--- config.mk ---
export PLATFORM = sky130hd
export DESIGN_NAME = trigreg_bank
export DESIGN_NICKNAME = d
export VERILOG_FILES = /design/src/rtl/trigreg_bank.sv
export SDC_FILE = /design/constraint.sdc
export NUM_CORES = 1
export LEC_CHECK = 0
export ABC_AREA = 1
export CORE_MARGIN = 2
export CORE_UTILIZATION = 55
export CTS_CLUSTER_SIZE = 10
export DETAILED_ROUTE_END_ITERATION = 6
export HOLD_SLACK_MARGIN = 0.06
export PLACE_DENSITY = 0.88
export RECOVER_POWER = 50
export SYNTH_ARGS = -nofsm -noshare
export SYNTH_HDL_FRONTEND = slang
export SYNTH_SLANG_ARGS = --single-unit
--- constraint.sdc ---
create_clock -name clk -period 4.2 [get_ports clk]
set_input_delay 0.84 -clock clk [delete_from_list [all_inputs] [get_ports clk]]
set_output_delay 0.84 -clock clk [all_outputs]
set_load 0.02 [all_outputs]
--- src/rtl/trigreg_bank.sv ---
// Triggered register bank: indexed writes per channel, round-robin
// delivery of armed channels on one output, hold or one-shot mode.
module trigreg_bank #(
    parameter int CH = 4,
    parameter int W = 8,
    parameter int HOLD = 1,
    parameter int LATENCY = 0,
    localparam int IW = (CH > 1) ? $clog2(CH) : 1
) (
    input  logic              clk,
    input  logic              rst,
    input  logic              din_valid,
    output logic              din_ready,
    input  logic [IW+W:0]     din_data,
    output logic              dout_valid,
    input  logic              dout_ready,
    output logic [IW+W-1:0]   dout_data
);

    localparam logic [IW:0] CH_L = (IW+1)'(CH);

    if (LATENCY != 0 && LATENCY != 1) begin : g_bad_latency
        $error("trigreg_bank: LATENCY must be 0 or 1");
    end

    logic [IW-1:0]        wr_idx;
    logic                 wr_flag;
    logic [W-1:0]         wr_data;
    logic                 wr_en;

    logic [CH-1:0]        flag_q, flag_d;
    logic [CH-1:0]        pend_q, pend_d;
    logic [CH-1:0][W-1:0] data_q, data_d;
    logic [CH-1:0]        elig;
    logic [IW-1:0]        ptr_q, ptr_d;
    logic [IW-1:0]        grant;
    logic                 any_elig;
    logic                 load;
    logic                 consume;

    logic                 ov_q, ov_d;
    logic [IW-1:0]        oidx_q, oidx_d;
    logic [W-1:0]         odata_q, odata_d;

    assign {wr_idx, wr_flag, wr_data} = din_data;
    assign wr_en = din_valid && ({1'b0, wr_idx} < CH_L);
    assign din_ready = 1'b1;

    assign elig = (HOLD != 0) ? flag_q : pend_q;
    assign any_elig = |elig;

    // Scan farthest-to-nearest from ptr so the nearest eligible wins.
    always_comb begin : arb
        int j;
        logic [IW-1:0] jj;
        grant = '0;
        j = 0;
        jj = '0;
        for (int k = CH - 1; k >= 0; k--) begin
            j = int'(ptr_q) + k;
            if (j >= CH) j = j - CH;
            jj = IW'(j);
            if (elig[jj]) grant = jj;
        end
    end

    assign load = any_elig && (!ov_q || dout_ready);
    assign consume = (LATENCY == 0) ? (any_elig && dout_ready) : load;

    // Consumption clears first so a same-cycle write wins.
    always_comb begin
        flag_d = flag_q;
        pend_d = pend_q;
        data_d = data_q;
        ptr_d  = ptr_q;
        if (consume) begin
            pend_d[grant] = 1'b0;
            if (int'(grant) == CH - 1) ptr_d = '0;
            else ptr_d = grant + IW'(1);
        end
        if (wr_en) begin
            data_d[wr_idx] = wr_data;
            flag_d[wr_idx] = wr_flag;
            pend_d[wr_idx] = wr_flag;
        end
    end

    always_comb begin
        ov_d    = ov_q;
        oidx_d  = oidx_q;
        odata_d = odata_q;
        if (load) begin
            ov_d    = 1'b1;
            oidx_d  = grant;
            odata_d = data_q[grant];
        end else if (dout_ready) begin
            ov_d = 1'b0;
        end
    end

    always_ff @(posedge clk) begin
        if (rst) begin
            flag_q <= '0;
            pend_q <= '0;
            ptr_q  <= '0;
            ov_q   <= 1'b0;
        end else begin
            flag_q <= flag_d;
            pend_q <= pend_d;
            ptr_q  <= ptr_d;
            ov_q   <= ov_d;
        end
    end

    always_ff @(posedge clk) begin
        data_q  <= data_d;
        oidx_q  <= oidx_d;
        odata_q <= odata_d;
    end

    assign dout_valid = (LATENCY == 0) ? any_elig : ov_q;
    assign dout_data  = (LATENCY == 0) ? {grant, data_q[grant]}
                                       : {oidx_q, odata_q};

endmodule

==> results.sh, run 1 <==
export IMPL_outcome="completed"
export IMPL_buffer_ports_inserted=25
export IMPL_synthArstFlopShare=0
export IMPL_globalRouteTotalUtil=0.196
export IMPL_numClockSinks=38
export IMPL_max_vdd_ir_drop_v=0.000346
export IMPL_measured_slew_at_the_worst_slew_check_pin_ns=0.551
export IMPL_final_setup_viol_count=0
export IMPL_detailed_place_area_sq_um=2130
export IMPL_synth_fa_ha_area_frac=0
export IMPL_layout_worst_path_cycle_share=0.873
export IMPL_post_drt_wl_per_cell_um=12.5
export IMPL_die_area_sq_um=3830
export IMPL_slew_headroom=0.633
export IMPL_power_share_switching=0.288
export IMPL_worst_r2r_setup_slack_ns=2.12
export IMPL_cp_end_kind="output pin"
export IMPL_share_clk_of_total_power=0.255
export IMPL_wire_length_of_the_first_global_routing_pass_mm=5.20
export IMPL_leakage_uw=0.000922
export IMPL_slew_viol_final=0
export IMPL_multiInputGateArea_sq_um=594
export IMPL_fin_worst_skew_ns=0.00431
export IMPL_power_combinational_fraction=0.269
export IMPL_period_minus_slack_ns=3.67
export IMPL_die_w_um=61.9
export IMPL_clock_tree_htree_level_count=2
export IMPL_finish_utilization=0.671
export IMPL_seq_total_area_yosys=0.587
export IMPL_place_gp_congestion=0.908
export IMPL_yosys_area_top_type_share=0.522
export IMPL_cts_root_buf="clkbuf_4"
export IMPL_synth_top_family_by_area="simple AND/OR/NAND/NOR gates"
export IMPL_syn_mean_instance_area_sq_um=9.64
export IMPL_initial_utilization=0.561
export IMPL_vias=1340
export IMPL_synthCells=191
export IMPL_grt_most_used_layer="met2"
export IMPL_total_cts_buffers=5
export IMPL_grt_remaining_overflow=0
export IMPL_via_count_of_the_first_global_routing_pass=1198
export IMPL_wl_mm=3.36
export IMPL_clk_transition_reported_paths_ns=0.10
export IMPL_num_rows=21
export IMPL_yosysTopAreaCell="edfxtp_1"
export IMPL_timing_worst_setup_path_type="reg -> out"
export IMPL_cts_hold_buffers_added=0
export IMPL_post_cts_resized_instances=0
export IMPL_cp_arrival_ns=2.83
export IMPL_finish_net_count=236
export IMPL_required_ns=3.36
export IMPL_grtUsageMet1=0.222
export IMPL_crit_path_start_kind="register"
export IMPL_critical_path_peak_fanout=20
export IMPL_grt_util_met2=0.353
export IMPL_drive_gt1_frac=0.108
export IMPL_areaGrowthSynthToFinish_pct=19.6
export IMPL_drv_max_cap_violation_count=0
export IMPL_synth_cell_area_sq_um=1840
export IMPL_viasPerCell=5.00
export IMPL_die_h_um=61.9
export IMPL_drt_pass1_iter_count=4
export IMPL_detailed_route_drc_error_count=0
export IMPL_synth_yosys_warnings=0
export IMPL_clkLatencyLatePin_ns=0.33
export IMPL_antenna_violating_nets_post_route=0
export IMPL_cts_tree="yes"
export IMPL_power_share_sequential=0.476
export IMPL_post_synth_xor_area_fraction=0
export IMPL_yosys_register_bits=38
export IMPL_final_seq_area_sq_um=1080
export IMPL_edff_count_synth=32
export IMPL_netlist_top_cells_area="edfxtp_1, nand2_1, nand3_1, dfxtp_1, nand3b_1"
export IMPL_n_fill_cell=257
export IMPL_synth_distinct_cells=21
export IMPL_antenna_violations_before_repair=0
export IMPL_final_setup_tns_ns=0
export IMPL_stdcell_area_sq_um=2200
export IMPL_power_density_nw_per_um2=416
export IMPL_core_sq_um=3280
export IMPL_globalRouteMet3Util=0.0373
export IMPL_max_clock_path_buffers=2
export IMPL_fmax_mhz=273
export IMPL_synth_most_common_cell="nand2_1"
export IMPL_switching_pwr_uw=264
export IMPL_synth_area_in_simple_gates=0.283
export IMPL_place_hpwl_mm=2.41
export IMPL_detail_route_iter0_violations=45
export IMPL_synth_top_flop_cell="edfxtp_1"
export IMPL_n_antenna_cell=0
export IMPL_p_int_uw=653
export IMPL_synth_top_cells_by_count="nand2_1, edfxtp_1, inv_1, nand3_1, nand3b_1"
export IMPL_hold_violations=0
export IMPL_syn_nets=206
export IMPL_setup_repair_after_global_routing_missed_its_margin="no"
export IMPL_synth_mux_area_frac=0
export IMPL_synth_compound_area_frac=0.0374
export IMPL_io_pins=27
export IMPL_setup_buffers_after_cts=0
export IMPL_timing_hold_worst_class="reg -> reg"
export IMPL_grt_max_degree=21
==> worst max-delay path: stages (launching register included) <==
cell,delay [ns]
dfxtp_1,0.57
inv_1,0.15
nand2_1,0.12
nand3_1,0.09
nand2_1,0.10
nand3_2,0.11
nand3_4,0.19
nand2_2,0.28
nand2_1,0.13
nand3_1,0.07
nand2_1,0.09
clkdlybuf4s50_1,0.60
==> power groups by stage <==
stage / registers, uW / clock network, uW / logic (uW)
final: 437 / 234 / 247
after global routing: 440 / 256 / 271
after CTS: 437 / 238 / 251
after detailed placement: 446 / 0 / 250
after global placement: 445 / 0 / 244
after floorplan: 442 / 0 / 161
==> cell families after synthesis <==
kind of cell           after synthesis
flip-flops                          38
AO/OA/AOI/OAI                       13
other                                1
buffers and inverters               37
AND/OR/NAND/NOR                    102
==> layout make-up <==
cell class,instances,share of cell area
clock buffer,5,0.0170
tap,46,0.0261
multi-input combinational,116,0.270
sequential,38,0.491
inverter,31,0.0528
clock inverter,3,0.0182
timing repair buffer,29,0.125
==> flip-flops by register name (all words and copies together) (netlist names) <==
signal,flops
elig,4
data_q,32
ptr_q,2
==> stage by stage <==
step / worst slack, ns / cells / hold WS, ns / power (uW)
finish: 0.533 / 268 / 0.585 / 918
global route: 0.296 / 268 / 0.628 / 966
CTS: 0.523 / 268 / 0.581 / 926
detailed placement: 0.898 / 260 / 0.553 / 696
global placement: 1.01 / 260 / 0.550 / 689
floorplan: 1.90 / 191 / 0.525 / 603
==> cells in the final DEF, fill, tap and decap left out, types with 4 or more instances in the layout <==
| cell type | count |
|---|---|
| nand3_1 | 25 |
| dfxtp_1 | 6 |
| clkdlybuf4s50_1 | 16 |
| nand3b_1 | 16 |
| dlygate4sd3_1 | 9 |
| clkbuf_4 | 5 |
| a21oi_1 | 5 |
| nand2_1 | 46 |
| inv_1 | 28 |
| nand2_2 | 6 |
| edfxtp_1 | 32 |
| nor3_1 | 4 |
| o21ai_0 | 5 |
==> routing by layer <==
layer	share of wire	routed length [um]
met1	0.40	1350
met2	0.55	1840
met3	0.038	128
met4	0.011	37
met5	0	0
==> final timing paths <==
check,start,endpoint,cells past startpoint
worst max-delay path,ptr_q[0],dout_data[4],11
worst min-delay path,elig[0],elig[0],2
worst max register to register,ptr_q[0],ptr_q[1],10
worst min register to register,elig[0],elig[0],2
(Power assumes the default switching activity.)
==> run 2, diff against run 1 <==
--- a/config.mk
+++ b/config.mk
@@ -6,7 +6,6 @@
 export NUM_CORES = 1
 export LEC_CHECK = 0
 export ABC_AREA = 1
-export CORE_MARGIN = 2
 export CORE_UTILIZATION = 55
 export CTS_CLUSTER_SIZE = 10
 export DETAILED_ROUTE_END_ITERATION = 6
==> run 2 against run 1 <==
  * Combinational power about the same
  * Sequential power about the same
  * Worst hold slack worse by 0.0087 ns
  * Critical path type unchanged
  * Non-clock buffer count is the same
==> results.sh, run 2 (synthesized netlist as in run 1, its figures left out) <==
export IMPL_antenna_violations_before_repair=0
export IMPL_slew_viol_final=0
export IMPL_final_setup_tns_ns=0
export IMPL_die_area_sq_um=3580
export IMPL_io_pins=27
export IMPL_globalRouteTotalUtil=0.221
export IMPL_slew_headroom=0.571
export IMPL_grt_util_met2=0.368
export IMPL_crit_path_cell_trace="inv_1 -> nand2_1 -> nand3_1 -> nand2_1 -> nand3_2 -> nand3_4 -> nand2_2 -> nand2_1 -> nand3_1 -> nand2_1 -> clkdlybuf4s50_1"
export IMPL_max_clock_path_buffers=2
export IMPL_crit_path_start_kind="register"
export IMPL_fin_cells=265
export IMPL_largest_register_ff_count=32
export IMPL_final_setup_worst_slack_ns=0.558
export IMPL_outcome="completed"
export IMPL_via_count_of_the_first_global_routing_pass=1232
export IMPL_setup_repair_after_global_routing_missed_its_margin="no"
export IMPL_post_cts_resized_instances=0
export IMPL_period_minus_slack_ns=3.64
export IMPL_power_density_nw_per_um2=393
export IMPL_areaGrowthSynthToFinish_pct=17.7
export IMPL_wire_length_of_the_first_global_routing_pass_mm=5.46
export IMPL_clk_transition_reported_paths_ns=0.10
export IMPL_vias=1346
export IMPL_die_h_um=59.9
export IMPL_layout_worst_path_cycle_share=0.867
export IMPL_final_setup_viol_count=0
export IMPL_total_cts_buffers=5
export IMPL_grtUsageMet1=0.273
export IMPL_drive_gt1_frac=0.0950
export IMPL_clkLatencyLatePin_ns=0.33
export IMPL_n_antenna_cell=0
export IMPL_place_gp_congestion=0.868
export IMPL_initial_utilization=0.594
export IMPL_hold_violations=0
export IMPL_antenna_violating_nets_post_route=0
export IMPL_cts_tree="yes"
export IMPL_wl_mm=3.34
export IMPL_crit_top_cell="nand2_1"
export IMPL_post_drt_wl_per_cell_um=12.6
export IMPL_cp_arrival_ns=2.80
export IMPL_drt_pass1_iter_count=4
export IMPL_cts_root_buf="clkbuf_4"
export IMPL_buffer_ports_inserted=25
export IMPL_place_ws_ns=0.939
export IMPL_detail_route_iter0_violations=55
export IMPL_setup_buffers_after_cts=0
export IMPL_drv_max_cap_violation_count=0
export IMPL_globalRouteMet3Util=0.0455
export IMPL_cp_end_kind="output pin"
export IMPL_leakage_uw=0.000902
export IMPL_core_sq_um=3100
export IMPL_layout_cells_most_common="nand2_1"
export IMPL_grt_max_degree=21
export IMPL_measured_slew_at_the_worst_slew_check_pin_ns=0.644
export IMPL_timing_hold_worst_class="reg -> reg"
export IMPL_cpMaxStageDelayCell="clkdlybuf4s50_1"
export IMPL_num_rows=20
export IMPL_grt_remaining_overflow=0
export IMPL_fin_worst_skew_ns=0.00333
export IMPL_post_place_cells=258
export IMPL_clock_tree_htree_level_count=2
export IMPL_required_ns=3.36
export IMPL_place_hpwl_mm=2.36
export IMPL_max_vdd_ir_drop_v=0.000217
export IMPL_final_cell_mix="nand2_1, edfxtp_1, inv_1, nand3_1"
export IMPL_max_stage_delay_ns=0.59
export IMPL_die_w_um=59.9
export IMPL_registers_top_by_ff_count="data_q"
export IMPL_fmax_mhz=275
export IMPL_finish_net_count=236
export IMPL_numClockSinks=38
export IMPL_grt_most_used_layer="met2"
export IMPL_detailed_route_drc_error_count=0
export IMPL_viasPerCell=5.08
export IMPL_finalPower_uw=851
export IMPL_critical_path_peak_fanout=20
export IMPL_timing_hold_ws_ns=0.576
export IMPL_cts_hold_buffers_added=0
export IMPL_timing_worst_setup_path_type="reg -> out"
run 2: changes by cell type in the layout (fill, tap and decap cells not counted):
cell / before / now
clkbuf_1: 1 / 3
bufinv_16: 1 / 0
clkinv_2: 2 / 0
run 2: power breakdown:
| group | leakage [uW] | switching [uW] | internal [uW] | total (uW) |
|---|---|---|---|---|
| Combinational | 0.000534 | 143 | 102 | 245 |
| Sequential | 0.000343 | 8.88 | 428 | 437 |
| Clock | 0.0000254 | 106 | 63.2 | 170 |
| Total | 0.000902 | 258 | 593 | 851 |
run 2: final timing paths:
check | from | endpoint | slack (ns) | cells past startpoint
hold / removal | elig[3] | elig[3] | 0.58 | 2
setup reg to reg | ptr_q[0] | ptr_q[1] | 2.10 | 10
hold reg to reg | elig[3] | elig[3] | 0.58 | 2
setup / recovery | ptr_q[0] | dout_data[7] | 0.56 | 11
run 2: cell type report:
type / count / area, sq um
clock buffers: 7 / 45.0
fillers: 246 / 935
inverters: 31 / 116
multi-input cells: 116 / 594
flip-flops and latches: 38 / 1080
well taps: 44 / 55.1
repair buffers: 29 / 277
run 2: worst max-delay path, delay by kind of cell, from the launching register on:
family        cells  cell delay [ns]
buf+inv           2             0.74
flops             1             0.57
simple gates      9             1.14
run 2: routing by layer:
| layer | vias to the layer above | share of wire |
|---|---|---|
| met3 | 8 | 0.031 |
| met4 | 0 | 0.020 |
| met2 | 35 | 0.53 |
| met5 | - | 0 |
| li1 | 693 | - |
| met1 | 610 | 0.42 |
run 2: stage by stage:
| step | util | area (sq um) |
|---|---|---|
| floorplan | - | 1840 |
| global placement | 0.685 | 2130 |
| detailed placement | 0.685 | 2130 |
| CTS | 0.700 | 2170 |
| global route | 0.699 | 2170 |
| finish | 0.699 | 2170 |
==> run 3, diff against run 2 <==
--- a/config.mk
+++ b/config.mk
@@ -5,12 +5,13 @@
 export SDC_FILE = /design/constraint.sdc
 export NUM_CORES = 1
 export LEC_CHECK = 0
-export ABC_AREA = 1
+export ABC_AREA = 0
+export CORE_ASPECT_RATIO = 1.4
 export CORE_UTILIZATION = 55
 export CTS_CLUSTER_SIZE = 10
 export DETAILED_ROUTE_END_ITERATION = 6
 export HOLD_SLACK_MARGIN = 0.06
-export PLACE_DENSITY = 0.88
+export PLACE_DENSITY = 0.89
 export RECOVER_POWER = 50
 export SYNTH_ARGS = -nofsm -noshare
 export SYNTH_HDL_FRONTEND = slang
==> run 3 against run 2 <==
  * Setup slack better by 0.060 ns
  * Sequential cell count unchanged
  * Clock skew about the same
  * Critical path type unchanged
  * Core utilization rose by 1.2 points
  * Global-route usage is 1.8 points lower
  * Sequential power about the same
  * Final area decreased by 13%
  * Wire length fell by 20%
  * Critical endpoint is now dout_data[0]
  * Highest routed layer unchanged
==> results.sh, run 3 <==
export IMPL_outcome="completed"
export IMPL_worst_path_dominant_cell_family="buffers and inverters"
export IMPL_drt_pass1_iter_count=4
export IMPL_final_setup_tns_ns=0
export IMPL_final_setup_viol_count=0
export IMPL_required_ns=3.36
export IMPL_die_h_um=65.3
export IMPL_netlist_top_cells_area="edfxtp_1, mux2i_1, dfxtp_1, nor2_1, a21oi_1"
export IMPL_slew_viol_final=0
export IMPL_synth_distinct_cells=26
export IMPL_final_cell_mix="edfxtp_1, mux2i_1, clkdlybuf4s50_1, dlygate4sd3_1, nor2_1"
export IMPL_edff_count_synth=32
export IMPL_cp_arrival_ns=2.74
export IMPL_worst_r2r_setup_slack_ns=2.34
export IMPL_areaGrowthSynthToFinish_pct=20.4
export IMPL_post_drt_wl_per_cell_um=15.6
export IMPL_met3RoutedLength_um=126
export IMPL_die_w_um=47.2
export IMPL_place_hpwl_mm=1.83
export IMPL_viasPerCell=5.52
export IMPL_num_rows=22
export IMPL_max_clock_path_buffers=2
export IMPL_fin_worst_skew_ns=0.00315
export IMPL_finish_net_count=149
export IMPL_max_vdd_ir_drop_v=0.000328
export IMPL_detail_route_wirelength_met1_mm=1.04
export IMPL_cts_hold_buffers_added=0
export IMPL_timing_hold_ws_ns=0.552
export IMPL_clk_transition_reported_paths_ns=0.10
export IMPL_syn_nets=118
export IMPL_cpMaxStageDelayCell="clkdlybuf4s50_1"
export IMPL_route_top_layer_used="met4"
export IMPL_yosys_area_top_type_share=0.610
export IMPL_synth_most_common_cell="edfxtp_1"
export IMPL_stdcell_area_sq_um=1900
export IMPL_clock_tree_htree_level_count=2
export IMPL_wl_mm=2.67
export IMPL_max_stage_delay_ns=0.64
export IMPL_synth_yosys_warnings=0
export IMPL_layout_cells_most_common="edfxtp_1"
export IMPL_io_pins=27
export IMPL_timing_critical_path_buf_inv=3
export IMPL_detailed_place_area_sq_um=1850
export IMPL_synthArstFlopShare=0
export IMPL_hold_violations=0
export IMPL_timing_hold_worst_class="reg -> reg"
export IMPL_globalRouteTotalUtil=0.204
export IMPL_measured_slew_at_the_worst_slew_check_pin_ns=0.803
export IMPL_synth_cell_area_sq_um=1580
export IMPL_antenna_violating_nets_post_route=0
export IMPL_synthCells=103
export IMPL_via_count_of_the_first_global_routing_pass=944
export IMPL_leakage_uw=0.000608
export IMPL_total_cts_buffers=5
export IMPL_layout_worst_path_cycle_share=0.853
export IMPL_place_gp_congestion=0.783
export IMPL_yosysTopAreaCell="edfxtp_1"
export IMPL_registers_top_by_ff_count="data_q"
export IMPL_cts_root_buf="clkbuf_4"
export IMPL_critical_path_peak_fanout=10
export IMPL_post_cts_resized_instances=0
export IMPL_slew_headroom=0.463
export IMPL_vias=944
export IMPL_initial_utilization=0.590
export IMPL_cp_end_kind="output pin"
export IMPL_met2RoutedLength_mm=1.47
export IMPL_largest_register_ff_count=32
export IMPL_synth_top_flop_cell="edfxtp_1"
export IMPL_wire_length_of_the_first_global_routing_pass_mm=4.12
export IMPL_syn_mean_instance_area_sq_um=15.3
export IMPL_yosys_register_bits=38
export IMPL_n_antenna_cell=0
export IMPL_numClockSinks=38
export IMPL_cts_tree="yes"
export IMPL_seq_total_area_yosys=0.686
export IMPL_core_sq_um=2670
export IMPL_setup_repair_after_global_routing_missed_its_margin="no"
export IMPL_detail_route_iter0_violations=52
export IMPL_grt_max_degree=19
export IMPL_fmax_mhz=279
export IMPL_setup_buffers_after_cts=0
export IMPL_synth_top_cells_by_count="edfxtp_1, mux2i_1, nor2_1, dfxtp_1"
export IMPL_buffer_ports_inserted=25
export IMPL_timing_worst_setup_path_type="reg -> out"
export IMPL_power_density_nw_per_um2=371
export IMPL_crit_path_cell_trace="inv_1 -> o221ai_1 -> a21o_1 -> clkinvlp_2 -> mux2i_1 -> clkdlybuf4s50_1"
export IMPL_antenna_violations_before_repair=0
export IMPL_drive_gt1_frac=0.0741
export IMPL_grt_remaining_overflow=0
export IMPL_detailed_route_drc_error_count=0
export IMPL_crit_path_start_kind="register"
export IMPL_clkLatencyLatePin_ns=0.33
export IMPL_drv_max_cap_violation_count=0
export IMPL_die_area_sq_um=3090
export IMPL_period_minus_slack_ns=3.58
==> run 3: cell count changes after synthesis, sizes merged, moves of 4 or more <==
cell and change:
inv -26, mux2i +26, nand2 -51, nand3 -26, nand3b -16, nor2 +6
nor3 -4, o21ai -5
==> run 3: power by group <==
| group | internal [uW] | switching [uW] | total [uW] |
|---|---|---|---|
| registers | 427 | 6.76 | 434 |
| clock network | 62.8 | 107 | 169 |
| logic | 47.7 | 52.0 | 99.7 |
| total | 538 | 165 | 703 |
==> run 3: layout make-up <==
type / count / area, sq um
Tap cell: 36 / 45.0
Fill cell: 192 / 773
Multi-Input combinational cell: 56 / 435
Clock inverter: 2 / 8.76
Inverter: 6 / 23.8
Timing Repair Buffer: 27 / 262
Clock buffer: 6 / 41.3
Sequential cell: 38 / 1080
==> run 3: per-stage QoR <==
step	std cells	utilization	total power, uW	setup WS [ns]
floorplan	103	-	499	1.83
global placement	163	0.693	540	1.42
detailed placement	163	0.693	545	1.33
CTS	171	0.712	710	0.942
global route	171	0.710	732	0.451
finish	171	0.710	703	0.619
==> run 3: worst reg2reg max path, cell delays in order (launching register included) <==
cell	delay [ns]
dfxtp_1	0.39
inv_1	0.09
o221ai_1	0.21
a21o_1	0.20
clkinvlp_2	0.51
a211oi_1	0.38
==> run 3: cell families after synthesis <==
| family | share of synthesized area |
|---|---|
| xor+xnor | 0.00556 |
| buf+inv | 0.0397 |
| compound gates | 0.0516 |
| simple gates | 0.0493 |
| other cells | 0.00238 |
| flops | 0.686 |
| mux | 0.165 |
==> run 3: routing by layer <==
| metal | vias up | track usage |
|---|---|---|
| li1 | 446 | - |
| met1 | 461 | 0.217 |
| met2 | 33 | 0.341 |
| met3 | 4 | 0.0577 |
| met4 | 0 | 0.114 |
| met5 | - | 0 |
==> run 3: worst paths after layout <==
check | start | endpoint | cells past startpoint
hold reg to reg | ptr_q[0] | ptr_q[0] | 2
setup reg to reg | elig[0] | ptr_q[0] | 5
hold / removal | ptr_q[0] | ptr_q[0] | 2
setup / recovery | elig[0] | dout_data[0] | 6
